[config.mk]
export PLATFORM = sky130hd
export DESIGN_NAME = serial_addsub_flat
export DESIGN_NICKNAME = d
export VERILOG_FILES = /design/src/rtl/serial_addsub_pkg.sv /design/src/rtl/serial_addsub_if.sv /design/src/rtl/serial_addsub_fa_bit.sv /design/src/rtl/serial_addsub.sv /design/src/flat_wrapper.sv
export SDC_FILE = /design/constraint.sdc
export NUM_CORES = 1
export LEC_CHECK = 0
export BUFFER_PORTS_ARGS = -buffer_cell sky130_fd_sc_hd__buf_2
export CORE_UTILIZATION = 45
export DETAILED_ROUTE_END_ITERATION = 6
export MAX_ROUTING_LAYER = met4
export PLACE_DENSITY_LB_ADDON = 0.1
export SKIP_LAST_GASP = 1
export SYNTH_ARGS = -nofsm -noshare
export SYNTH_HDL_FRONTEND = slang
export SYNTH_SLANG_ARGS = --single-unit
[constraint.sdc]
create_clock -name clk -period 3 [get_ports clk]
set_input_delay 0.3 -clock clk [delete_from_list [all_inputs] [get_ports clk]]
set_output_delay 0.3 -clock clk [all_outputs]
set_load 0.05 [all_outputs]
[src/rtl/serial_addsub_pkg.sv]
// Shared types and constants for the bit-serial adder/subtractor.
// Latency: n/a (declarations only).
// Backpressure: n/a.
package serial_addsub_pkg;

  // Legal operand widths.
  localparam int W_MIN = 2;
  localparam int W_MAX = 64;

  typedef enum logic [1:0] {
    IDLE = 2'd0,
    RUN  = 2'd1,
    DONE = 2'd2
  } state_t;

endpackage

[src/rtl/serial_addsub_if.sv]
// Request/result bundle for serial_addsub.
// Latency: n/a (wires only).
// Backpressure: none; start is taken only when the block is not busy.
// Ports: start/sub/a/b driven by the requester (master); busy/done/sum/cout/ovf
//        driven by the block (slave).
interface serial_addsub_if #(
  parameter int W = 8
);
  logic         start;
  logic         sub;
  logic [W-1:0] a;
  logic [W-1:0] b;
  logic         busy;
  logic         done;
  logic [W-1:0] sum;
  logic         cout;
  logic         ovf;

  modport master (
    output start, sub, a, b,
    input  busy, done, sum, cout, ovf
  );

  modport slave (
    input  start, sub, a, b,
    output busy, done, sum, cout, ovf
  );
endinterface

[src/rtl/serial_addsub_fa_bit.sv]
// 1-bit full-adder cell, purely combinational.
// Latency: 0 cycles.
// Backpressure: n/a.
// Ports: a, b, cin in; sum, cout out.
module fa_bit (
  input  logic a,
  input  logic b,
  input  logic cin,
  output logic sum,
  output logic cout
);
  assign sum  = a ^ b ^ cin;
  assign cout = (a & b) | (a & cin) | (b & cin);
endmodule

[src/rtl/serial_addsub.sv]
// Bit-serial W-bit add/subtract, one bit per cycle LSB first.
// Latency: done pulses W cycles after the accept edge; throughput W+1 cycles.
// Backpressure: start is ignored while busy; accepted in IDLE or DONE.
// Ports: clk, rst_n (async active-low); bus = serial_addsub_if.slave
//        (start/sub/a/b in, busy/done/sum/cout/ovf out).
module serial_addsub
  import serial_addsub_pkg::*;
#(
  parameter int W = 8
) (
  input  logic           clk,
  input  logic           rst_n,
  serial_addsub_if.slave bus
);

  if (W < W_MIN || W > W_MAX) begin : g_bad_w
    $error("serial_addsub: W=%0d outside legal range", W);
  end

  localparam int CW = (W > 2) ? $clog2(W) : 1;
  localparam logic [CW-1:0] CNT_LAST = CW'(W - 1);

  state_t        state_q, state_d;
  logic [CW-1:0] cnt_q, cnt_d;
  logic [W-1:0]  a_q, a_d;
  logic [W-1:0]  b_q, b_d;
  logic [W-1:0]  sum_q, sum_d;
  logic          sub_q, sub_d;
  logic          carry_q, carry_d;
  logic          cout_q, cout_d;
  logic          ovf_q, ovf_d;

  logic          fa_sum;
  logic          fa_cout;
  logic          accept;
  logic          last_bit;

  // Subtraction is a + ~b + 1: b is inverted per bit and the +1 comes from
  // the carry being preset to sub on the accept edge.
  fa_bit u_fa (
    .a    (a_q[0]),
    .b    (b_q[0] ^ sub_q),
    .cin  (carry_q),
    .sum  (fa_sum),
    .cout (fa_cout)
  );

  assign accept   = bus.start && (state_q != RUN);
  assign last_bit = (state_q == RUN) && (cnt_q == CNT_LAST);

  // ---------------- FSM ----------------
  always_ff @(posedge clk or negedge rst_n) begin
    if (!rst_n) state_q <= IDLE;
    else        state_q <= state_d;
  end

  always_comb begin
    state_d = state_q;
    case (state_q)
      IDLE:    if (bus.start) state_d = RUN;
      RUN:     if (cnt_q == CNT_LAST) state_d = DONE;
      DONE:    state_d = bus.start ? RUN : IDLE;
      default: state_d = IDLE;
    endcase
  end

  // ---------------- datapath ----------------
  always_comb begin
    cnt_d   = cnt_q;
    a_d     = a_q;
    b_d     = b_q;
    sub_d   = sub_q;
    carry_d = carry_q;
    sum_d   = sum_q;
    cout_d  = cout_q;
    ovf_d   = ovf_q;

    if (accept) begin
      a_d     = bus.a;
      b_d     = bus.b;
      sub_d   = bus.sub;
      carry_d = bus.sub;
      cnt_d   = '0;
    end else if (state_q == RUN) begin
      // a doubles as the result shifter: each sum bit enters at the MSB as
      // the consumed operand bit leaves at the LSB.
      a_d     = {fa_sum, a_q[W-1:1]};
      b_d     = {1'b0, b_q[W-1:1]};
      carry_d = fa_cout;
      // Counter parks at the terminal count rather than wrapping.
      if (!last_bit) cnt_d = cnt_q + 1'b1;
      if (last_bit) begin
        sum_d  = {fa_sum, a_q[W-1:1]};
        cout_d = fa_cout;
        // carry_q is the carry into the MSB at this point.
        ovf_d  = carry_q ^ fa_cout;
      end
    end
  end

  always_ff @(posedge clk or negedge rst_n) begin
    if (!rst_n) begin
      cnt_q   <= '0;
      a_q     <= '0;
      b_q     <= '0;
      sub_q   <= 1'b0;
      carry_q <= 1'b0;
      sum_q   <= '0;
      cout_q  <= 1'b0;
      ovf_q   <= 1'b0;
    end else begin
      cnt_q   <= cnt_d;
      a_q     <= a_d;
      b_q     <= b_d;
      sub_q   <= sub_d;
      carry_q <= carry_d;
      sum_q   <= sum_d;
      cout_q  <= cout_d;
      ovf_q   <= ovf_d;
    end
  end

  assign bus.busy = (state_q == RUN);
  assign bus.done = (state_q == DONE);
  assign bus.sum  = sum_q;
  assign bus.cout = cout_q;
  assign bus.ovf  = ovf_q;

endmodule

[src/flat_wrapper.sv]
// flat-port wrapper written by rule: the top's interface ports become plain ports
module serial_addsub_flat import serial_addsub_pkg::*;
#(
  parameter int W = 8
)
  (clk, rst_n, bus_start, bus_sub, bus_a, bus_b, bus_busy, bus_done, bus_sum, bus_cout, bus_ovf);
  serial_addsub_if #(.W(W)) bus_i ();
  input  logic clk;
  input  logic rst_n;
  input wire logic [$bits(bus_i.start)-1:0] bus_start;
  input wire logic [$bits(bus_i.sub)-1:0] bus_sub;
  input wire logic [$bits(bus_i.a)-1:0] bus_a;
  input wire logic [$bits(bus_i.b)-1:0] bus_b;
  output wire logic [$bits(bus_i.busy)-1:0] bus_busy;
  output wire logic [$bits(bus_i.done)-1:0] bus_done;
  output wire logic [$bits(bus_i.sum)-1:0] bus_sum;
  output wire logic [$bits(bus_i.cout)-1:0] bus_cout;
  output wire logic [$bits(bus_i.ovf)-1:0] bus_ovf;
  assign bus_i.start = bus_start;
  assign bus_i.sub = bus_sub;
  assign bus_i.a = bus_a;
  assign bus_i.b = bus_b;
  assign bus_busy = bus_i.busy;
  assign bus_done = bus_i.done;
  assign bus_sum = bus_i.sum;
  assign bus_cout = bus_i.cout;
  assign bus_ovf = bus_i.ovf;
  serial_addsub #(.W(W)) u_core (.clk(clk), .rst_n(rst_n), .bus(bus_i));
endmodule
* Yosys cells after proc, flatten, opt, wreduce, memory -nomap -nowiden *
Index checks and enable logic that the tools add are counted.

operators by class
  add/sub/neg operators = 1
  reductions and logical operators = 7
  bitwise operators = 10
  mux-type cells = 13
  equal/unequal tests = 7

operators by type and width
  cell                   number
  $mux W8                4
  $mux W3                3
  $ne A2 B1 Y1 const B   3
  $pmux W2 S3            1
  $mux W2                2
  $reduce_and A2 Y1      2
  $xor A1 B1 Y1          4
  $add A3 B1 Y3 const B  1
  $and A1 B1 Y1          3
  $eq A3 B3 Y1 const B   1
  $mux W1                3
  $reduce_and A3 Y1      1
  $eq A2 B1 Y1 const B   1
  $eq A2 B2 Y1 const B   1
  $logic_and A1 B1 Y1    2
  $logic_not A2 Y1       1
  $ne A2 B2 Y1 const B   1
  $or A1 B1 Y1           2
  $reduce_bool A2 Y1     1
  $not A1 Y1             1

word-level totals
  bits in registers = 33
  bits of input ports = 20
  word-level logic and storage cells = 47
  output and inout port bits = 12

* Longest topological paths before layout *
Gate-level depths: netlist of run 1.

  depth after elaboration = 6
  depth in mapped cells = 7
  gate-level depth less buffers = 5

* Cells and area by module *
From an unflattened synthesis of run 1, not the netlist that was laid out.

unflattened totals
  cells, all modules = 123
  area total of the unflattened synthesis = 1498.9 um^2

modules (own cells, without submodules)
  module         instances  area each (um^2)  sequential area each (um^2)  cells an instance
  serial_addsub  1          1478.9            825.8                        122
  fa_bit         1          20.0              0.0                          1

* Worst setup path after synthesis of run 1 *
No wires, ideal clock.

  path kind = register to register
  start = reg u_core.cnt_q[0]
  end = reg u_core.sum_q[4] (netlist: u_core.bus.sum[4])
  library setup time = 125 ps
  clock period less this slack = 1529 ps
  path buffers = 2
  data required time = 2875 ps
  cell stages (with the launch flop) = 7
  setup slack = 1471 ps
  data arrival time = 1404 ps
  cells stage by stage = dfrtp_1 ha_1 ha_1 buf_6 nand3b_4 buf_6 mux2_4

between the ends
  cells in the longest elaborated chain, start to end = 3

ends and longest elaborated chain
  element                             RTL line              RTL
  start: declaration                  serial_addsub.sv:24   logic [CW-1:0] cnt_q, cnt_d;
  start signal: assignment            serial_addsub.sv:112  cnt_q <= cnt_d;
  $eq A3 B3 Y1                        serial_addsub.sv:49   assign last_bit = (state_q == RUN) && (cnt_q == CNT_LAST);
  $logic_and A1 B1 Y1                 serial_addsub.sv:49
  $reduce_and A3 Y1 (no source line)  n/a
  end signal: assignment              serial_addsub.sv:117  sum_q <= sum_d;
  end: declaration                    serial_addsub.sv:27   logic [W-1:0] sum_q, sum_d;

No other way between the ends.
A chain may end at the register's enable or synchronous reset.

* Worst setup path after layout of run 1 *
  start = reg u_core.state_q[1]
  end = out bus_busy

between the ends
  cells in the longest elaborated chain, start to end = 1

ends and longest elaborated chain
  element                   RTL line              RTL
  start: declaration        serial_addsub.sv:23   state_t state_q, state_d;
  start signal: assignment  serial_addsub.sv:54   else state_q <= state_d;
  $eq A2 B1 Y1              serial_addsub.sv:123  assign bus.busy = (state_q == RUN);
  end: declaration          flat_wrapper.sv:14    output wire logic [$bits(bus_i.busy)-1:0] bus_busy;

No other way between the ends.

==> metrics.txt, run 1 <==
chip width=60.39 um; Placed Area=1668 um^2; Clock Skew=0.009547 ns; dpl hpwl=1794 um; Crit Path Class=reg -> out; Seq cells post-synth=33; Slew HR=0.5239; sequential fraction of the synthesis area=0.5383; Final Cycle Share=0.6697; Syn Nets=153; crit start category=register; setup TNS=0 ns; Slew Viols, Final=0; H-tree levels=2; worst r2r path cells=4; die area=3646 um^2; clk_lat worst skew=0.33 ns; initial DRC count=46; Worst Setup End Kind=primary output; TritonCTS Sinks=33; Layout area overhead=11.91%; post-layout util=0.5444; Global Route Usage Sum=0.1725; Crit Path Max Fanout=34; fmax=497.8 MHz; CTS tree=built; core area=3153 um^2; Netlist cell types=27; Peak VDD IR=547.1 uV; gp weighted congestion=0.7051; final WL=2561 um; pin count of the biggest net entering global routing=35; Syn Area/Cell=11.80 um^2; number of antenna violations at the first check in global routing=0; Final Hold Violating Endpoints=0; RSZ-0062 raised after global routing=false; drt drc=0; WHS=0.008645 ns; Die Ht=60.39 um; Final min period=2.009 ns; dpl ws=1.357 ns; flop-to-flop setup slack=1.39 ns; Req. time, crit path=2.70 ns; Reg2Reg Capture Point=u_core.bus.sum[2]; Finished Cell Area=1717 um^2; synthesized instance count=130; hold_buf cts=0; Max Root-Sink Buffers=2; CP startpoint=u_core.state_q[1]; first-pass GRT wire length=4353 um; grt ovf=0; fin nets=183; Final WS setup=0.9910 ns; max cap viols=0; post-CTS resize count=0; ant diodes=0; routed vias=1,013; row count=20; wire length per cell=12.49 um; postcts setup bufs=0; clock root buffer=clkbuf_4; endpoints failing setup=0; fraction of final layout cells sized beyond drive strength 1=0.2919; R2R Path Start=u_core.cnt_q[0]; Worst-Margin Slew=0.7142 ns; Num CTS Buffers=5; commonest non-fill, non-tap cells in the layout=33 x dfrtp_1, 31 x buf_2, 19 x nand2_1; drt pass-1 iters=4; leakage=0.8773 nW; Port Buf Inserts=31; Vias/cell=4.941; post-route ant nets=0; pwr dens=1097 nW/um^2; YS warnings=0; Crit path arrival time=1.71 ns; Mapped Area=1534 um^2; Initial Utilization=0.4865; vias in the first global route=950; Worst Hold Class=in -> async; IO Pins=32; outcome=finished, final reports clean; CTS clk-pin slew, worst paths=0.10 ns; commonest non-fill, non-tap cell in the layout=dfrtp_1
[worst max-delay path, stage by stage (launching register included)]
cell,delay [ns]
dfrtp_1,0.40
nand2b_1,0.33
inv_4,0.32
buf_2,0.32
[power by group]
part | internal (mW) | total, mW | switching (mW)
combinational | 0.303 | 0.870 | 0.566
sequential | 0.650 | 0.778 | 0.128
clock | 0.0934 | 0.236 | 0.142
total | 1.05 | 1.88 | 0.837
[cells in the mapped netlist]
cell type | n | share of area
a211oi_1 | 1 | 0.0049
a21oi_1 | 2 | 0.0065
a31o_2 | 2 | 0.011
and2b_1 | 1 | 0.0049
buf_2 | 1 | 0.0033
buf_4 | 2 | 0.0098
buf_6 | 5 | 0.037
dfrtp_1 | 33 | 0.54
fa_1 | 1 | 0.013
ha_1 | 2 | 0.016
inv_1 | 4 | 0.0098
inv_4 | 1 | 0.0041
mux2_2 | 4 | 0.029
mux2_4 | 3 | 0.029
mux2i_1 | 17 | 0.11
nand2_1 | 19 | 0.046
nand2b_1 | 1 | 0.0041
nand3_1 | 2 | 0.0065
nand3b_4 | 1 | 0.013
nor2_1 | 3 | 0.0073
nor2b_1 | 1 | 0.0041
o211a_1 | 1 | 0.0065
o21ai_0 | 16 | 0.052
o21ai_1 | 3 | 0.0098
o22ai_1 | 1 | 0.0041
xnor2_1 | 1 | 0.0057
xor2_1 | 2 | 0.011
[logic make-up (layout without fill, tap and decap cells)]
| group | count (synthesis) | after routing | synth area share |
|---|---|---|---|
| AOI/OAI and AO/OA | 26 | 26 | 0.09544 |
| xor gates and xnor gates | 3 | 3 | 0.01713 |
| adders and majority gates | 3 | 3 | 0.02936 |
| buffers and inverters | 13 | 44 | 0.06361 |
| DFF | 33 | 33 | 0.5383 |
| muxes | 24 | 24 | 0.1697 |
| and+or+nand+nor | 28 | 28 | 0.08647 |
[routing by layer]
layer	global-route usage	vias up	wire length [um]	share of wire
met5	-	-	0	0
met4	0.07973	0	45	0.018
met3	0.06397	6	144	0.056
met2	0.2418	27	1076	0.42
met1	0.2208	478	1294	0.51
li1	-	502	-	-
[state kept, by name, summed over array words and instances, names as in the netlist]
signal and cells:
u_core.a_q 8, u_core.b_q 8, u_core.bus.sum 8, u_core.cnt_q 3, u_core.bus.cout 1, u_core.state_q 2, u_core.carry_q 1, u_core.sub_q 1
u_core.bus.ovf 1
[area by class of cell]
| type | instances | area (um^2) |
|---|---|---|
| Clock buffer | 8 | 48.80 |
| Fill cell | 304 | 1436 |
| Inverter | 5 | 21.27 |
| Multi-Input combinational cell | 84 | 610.6 |
| Sequential cell | 33 | 825.8 |
| Tap cell | 44 | 55.05 |
| Timing Repair Buffer | 31 | 155.1 |
[stage by stage]
stage          std cells  power (mW)
3_3_place_gp         197       1.631
2_1_floorplan        130       1.517
4_1_cts              205       1.908
5_1_grt              205       2.039
6_report             205       1.883
3_5_place_dp         197       1.669
[worst max-delay path by stage]
| stage | to | slack [ns] |
|---|---|---|
| 6_report | bus_busy | 0.99 |
| 5_1_grt | bus_busy | 0.84 |
| 4_1_cts | bus_busy | 0.97 |
| 3_5_place_dp | bus_busy | 1.36 |
| 3_3_place_gp | bus_busy | 1.40 |
| 2_1_floorplan | u_core.bus.sum[4] | 1.47 |
No activity file was read; power rests on OpenSTA's default activity.
==> run 2, diff against run 1 <==
==> constraint.sdc (replaced) <==
create_clock -name clk -period 1.8 [get_ports clk]
set_input_delay 0.18 -clock clk [delete_from_list [all_inputs] [get_ports clk]]
set_output_delay 0.18 -clock clk [all_outputs]
set_load 0.05 [all_outputs]
==> metrics.txt, run 2 (synthesis gave the netlist of run 1 again) <==
outcome=finished, final reports clean (unchanged); WHS=0.09315 ns (was 0.008645 ns); IO Pins=32 (unchanged); Slew Viols, Final=0 (unchanged); Peak VDD IR=675.3 uV (was 547.1 uV); Final Hold Violating Endpoints=0 (unchanged); pin count of the biggest net entering global routing=34 (was 35); pwr dens=1820 nW/um^2 (was 1097 nW/um^2); CTS tree=built (unchanged); initial DRC count=71 (was 46); grt peak-use layer=met2 (unchanged); CTS clk-pin slew, worst paths=0.10 ns (about the same); chip width=60.39 um (unchanged); Die Ht=60.39 um (unchanged); drt pass-1 iters=4 (unchanged); Port Buf Inserts=31 (unchanged); Worst-Margin Slew=0.7187 ns (was 0.7142 ns); endpoints failing setup=0 (unchanged); dpl hpwl=1976 um (was 1794 um); Hold Path End=u_core.b_q[7]; final WL=2775 um (was 2561 um); die area=3646 um^2 (unchanged); hold_buf cts=1 (was 0); Worst Hold Launch=bus_b[7]; Max Root-Sink Buffers=2 (unchanged); Layout area overhead=14.68% (was 11.91%); first-pass GRT wire length=4726 um (was 4353 um); clk_lat worst skew=0.33 ns (about the same); core area=3153 um^2 (unchanged); gp weighted congestion=0.7176 (was 0.7051); crit start category=register (unchanged); drt drc=0 (unchanged); Worst Hold Path Cells=3; commonest non-fill, non-tap cells in the layout=33 x dfrtp_1, 31 x buf_2, 19 x nand2_1 (unchanged); Crit Path Class=reg -> out (unchanged); routed vias=1,041 (was 1,013); Slew HR=0.5209 (was 0.5239); clock root buffer=clkbuf_4 (unchanged); Final min period=1.620 ns; row count=20 (unchanged); met1 Use GR=0.2437 (was 0.2208); number of antenna violations at the first check in global routing=0 (unchanged); flop-to-flop setup slack=0.20 ns (was 1.39 ns); leakage=0.9061 nW (was 0.8773 nW); setup TNS=0 ns (unchanged); fmax=617.1 MHz; R2R Path Start=u_core.cnt_q[0] (unchanged); Crit Path Max Fanout=21 (was 34); Clock Skew=0.01079 ns (was 0.009547 ns); Worst Hold Class=in -> reg (was in -> async); ant diodes=0 (unchanged); Initial Utilization=0.4865 (unchanged); met2 GRT Util=0.2763 (was 0.2418); H-tree levels=2 (unchanged); Req. time, crit path=1.62 ns (was 2.70 ns); postcts setup bufs=0 (unchanged); TritonCTS Sinks=33 (unchanged); wire length per cell=13.21 um (was 12.49 um); Reg2Reg Capture Point=u_core.bus.sum[2] (unchanged); Num CTS Buffers=5 (unchanged); vias in the first global route=1,041 (was 950); fin nets=188 (was 183); RSZ-0062 raised after global routing=false (unchanged); max cap viols=0 (unchanged); Crit path arrival time=1.44 ns (was 1.71 ns); post-route ant nets=0 (unchanged); Vias/cell=4.957 (was 4.941); met3 global-route usage=0.05757 (was 0.06397); fraction of final layout cells sized beyond drive strength 1=0.3193 (was 0.2919); Final Cycle Share=0.9002; Worst Setup End Kind=primary output (unchanged); commonest non-fill, non-tap cell in the layout=dfrtp_1 (unchanged); Global Route Usage Sum=0.1892 (was 0.1725); grt ovf=0 (unchanged); post-CTS resize count=0 (unchanged); worst r2r path cells=4 (unchanged)
run 2: how the worst max path moves through the flow:
| stage | startpoint | to | slack, ns | depth (start not counted) |
|---|---|---|---|---|
| floorplan | u_core.cnt_q[0] | u_core.bus.sum[4] | 0.27 | 6 |
| global placement | u_core.cnt_q[0] | u_core.bus.sum[1] | 0.25 | 4 |
| CTS | u_core.state_q[1] | bus_busy | 0.15 | 3 |
| detailed placement | u_core.cnt_q[0] | u_core.bus.sum[2] | 0.21 | 4 |
| finish | u_core.state_q[1] | bus_busy | 0.18 | 3 |
| global route | u_core.state_q[1] | bus_busy | 0.08 | 3 |
run 2: layout make-up:
cell class / count / area, um^2
fillers: 300 / 1394
inverters: 5 / 21.27
flip-flops and latches: 33 / 825.8
clock buffers: 6 / 41.29
repair buffers: 36 / 195.2
clock inverters: 2 / 10.01
multi-input cells: 84 / 610.6
well taps: 44 / 55.05
run 2: power breakdown:
group | internal (mW) | switching (mW) | total, mW
sequential | 1.08 | 0.222 | 1.31
clock | 0.149 | 0.248 | 0.396
combinational | 0.538 | 0.962 | 1.50
run 2: layer usage:
layer  up-vias  part of all wire
li1        514                 -
met1       494              0.49
met2        27              0.45
met3         6             0.049
met4         0             0.016
met5         -                 0
run 2: stage by stage:
stage	area, um^2	setup slack (ns)	power (mW)	cells	utilization
6_report	1759	0.1796	3.201	210	0.5579
5_1_grt	1759	0.08119	3.463	210	0.5579
4_1_cts	1759	0.1480	3.240	210	0.5579
3_5_place_dp	1698	0.2098	2.840	201	0.5385
3_3_place_gp	1698	0.2465	2.772	201	0.5385
2_1_floorplan	1534	0.2708	2.528	130	-
run 2: worst max-delay path, stage by stage, from the launching register on:
cell and delay, ns:
dfrtp_1 0.42, nand2b_1 0.20, inv_4 0.18, buf_2 0.30
==> run 3, diff against run 2 <==
--- a/config.mk
+++ b/config.mk
@@ -6,11 +6,13 @@
 export NUM_CORES = 1
 export LEC_CHECK = 0
 export BUFFER_PORTS_ARGS = -buffer_cell sky130_fd_sc_hd__buf_2
-export CORE_UTILIZATION = 45
+export CORE_MARGIN = 3
+export CORE_UTILIZATION = 40
 export DETAILED_ROUTE_END_ITERATION = 6
 export MAX_ROUTING_LAYER = met4
 export PLACE_DENSITY_LB_ADDON = 0.1
 export SKIP_LAST_GASP = 1
+export SLEW_MARGIN = 20
 export SYNTH_ARGS = -nofsm -noshare
 export SYNTH_HDL_FRONTEND = slang
 export SYNTH_SLANG_ARGS = --single-unit
==> metrics.txt, run 3 (synthesis gave the netlist of run 1 again) <==
Port Buf Inserts=31 (unchanged); Worst Setup End Kind=register (was primary output); area of the multi-input gates=610.6 um^2 (unchanged); Final Cycle Share=0.8996 (was 0.9002); max cap viols=0 (unchanged); Slew HR=0.5160 (was 0.5209); Num CTS Buffers=5 (unchanged); Layout area overhead=16.39% (was 14.68%); fin nets=187 (was 188); Worst-Margin Slew=0.7261 ns (was 0.7187 ns); ant diodes=0 (unchanged); setup TNS=0 ns (unchanged); Req. time, crit path=1.96 ns (was 1.62 ns); Sw Ratio=0.4297 (was 0.4472); commonest non-fill, non-tap cells in the layout=33 x dfrtp_1, 31 x buf_2, 19 x nand2_1 (unchanged); CP startpoint=u_core.cnt_q[0] (was u_core.state_q[1]); post-layout util=0.5071 (was 0.5579); Initial Utilization=0.4357 (was 0.4865); switching power=1.426 mW (was 1.432 mW); routed vias=1,032 (was 1,041); combinational share of power=0.450 (was 0.468); Global Route Usage Sum=0.1492 (was 0.1892); Int Power=1.892 mW (was 1.770 mW); RSZ-0062 raised after global routing=false (unchanged); endpoints failing setup=0 (unchanged); post-route ant nets=0 (unchanged); clock root buffer=clkbuf_8 (was clkbuf_4); Max Root-Sink Buffers=2 (unchanged); gp weighted congestion=0.7489 (was 0.7176); Clk pwr share=0.156 (was 0.124); register area=825.8 um^2 (unchanged); drt pass-1 iters=4 (unchanged); Final min period=1.619 ns (was 1.620 ns); fmax=617.5 MHz (was 617.1 MHz); Slew Viols, Final=0 (unchanged); hold_buf cts=1 (unchanged); Die Ht=67.93 um (was 60.39 um); outcome=finished, final reports clean (unchanged); post-CTS resize count=0 (unchanged); commonest non-fill, non-tap cell in the layout=dfrtp_1 (unchanged); drt drc=0 (unchanged); Reg power frac=0.394 (was 0.408); clk_lat worst skew=0.28 ns (was 0.33 ns); row count=21 (was 20); Crit path arrival time=1.78 ns (was 1.44 ns); Vias/cell=4.891 (was 4.957); dpl hpwl=1991 um (was 1976 um); H-tree levels=2 (unchanged); Crit Path Class=reg -> reg (was reg -> out); Crit Path Max Fanout=14 (was 21); filler cell count=354 (was 300); vias in the first global route=1,040 (was 1,041); crit start category=register (unchanged); first-pass GRT wire length=4912 um (was 4726 um); fraction of final layout cells sized beyond drive strength 1=0.3152 (was 0.3193); flop-to-flop setup slack=0.18 ns (was 0.20 ns); R2R Path Start=u_core.cnt_q[0] (unchanged); CTS clk-pin slew, worst paths=0.07 ns (was 0.10 ns); IO Pins=32 (unchanged); Clock Skew=0.006555 ns (was 0.01079 ns); wire length per cell=13.09 um (was 13.21 um); Final Hold Violating Endpoints=0 (unchanged); TritonCTS Sinks=33 (unchanged); chip width=67.93 um (was 60.39 um); initial DRC count=42 (was 71); grt ovf=0 (unchanged); CTS tree=built (unchanged); postcts setup bufs=0 (unchanged); pwr dens=1858 nW/um^2 (was 1820 nW/um^2); Reg2Reg Capture Point=u_core.bus.sum[2] (unchanged); number of antenna violations at the first check in global routing=0 (unchanged); Worst Hold Class=in -> reg (unchanged); worst r2r path cells=4 (unchanged); final WL=2762 um (was 2775 um); Peak VDD IR=677.3 uV (was 675.3 uV); last element of the critical path=u_core.bus.sum[2] (was bus_busy); pin count of the biggest net entering global routing=34 (unchanged); core area=3521 um^2 (was 3153 um^2); die area=4614 um^2 (was 3646 um^2); leakage=0.9142 nW (was 0.9061 nW)
-- run 3: layer usage --
| metal | vias to the layer above | part of all wire | global-route usage |
|---|---|---|---|
| met1 | 485 | 0.47 | 0.1900 |
| met5 | - | 0 | - |
| met2 | 34 | 0.44 | 0.2166 |
| met3 | 8 | 0.070 | 0.04269 |
| met4 | 0 | 0.021 | 0.07444 |
| li1 | 505 | - | - |
-- run 3: layout make-up --
cell class              instances  area share
well taps                      46     0.03224
clock inverters                 2    0.005606
flip-flops and latches         33      0.4625
multi-input cells              84      0.3420
repair buffers                 35      0.1051
clock buffers                   6     0.04064
inverters                       5     0.01191
-- run 3: worst min-delay path by stage --
stage / end / depth (start not counted) / from
final: u_core.sub_q / 3 / bus_sub
after global routing: u_core.sub_q / 3 / bus_sub
after CTS: u_core.sub_q / 3 / bus_sub
after detailed placement: u_core.bus.ovf / 1 / rst_n
after global placement: u_core.state_q[0] / 1 / rst_n
after floorplan: u_core.a_q[0] / 0 / rst_n
-- run 3: metrics by stage --
step                cell area (um^2)  total power, mW  std cells  setup WS (ns)  hold slack, ns
global route                    1785            3.609        211         0.1168          0.1654
detailed placement              1693            2.837        202         0.2031          0.2824
global placement                1693            2.774        202         0.2507          0.2771
finish                          1785            3.318        211         0.1807          0.1533
CTS                             1785            3.374        211         0.1916          0.1513
floorplan                       1534            2.528        130         0.2708         -0.1156
-- run 3: power by group through the flow --
stage          Sequential (mW)  Combinational (mW)  Clock [mW]
2_1_floorplan             1.65               0.874           0
3_3_place_gp              1.31                1.47           0
3_5_place_dp              1.32                1.52           0
4_1_cts                   1.31                1.52       0.542
5_1_grt                   1.36                1.67       0.579
6_report                  1.31                1.49       0.518
-- run 3: worst max-delay path: stages (launching register included) --
cell and delay (ns):
dfrtp_1 0.42, ha_1 0.22, ha_1 0.29, nand3b_4 0.22, mux2_2 0.35
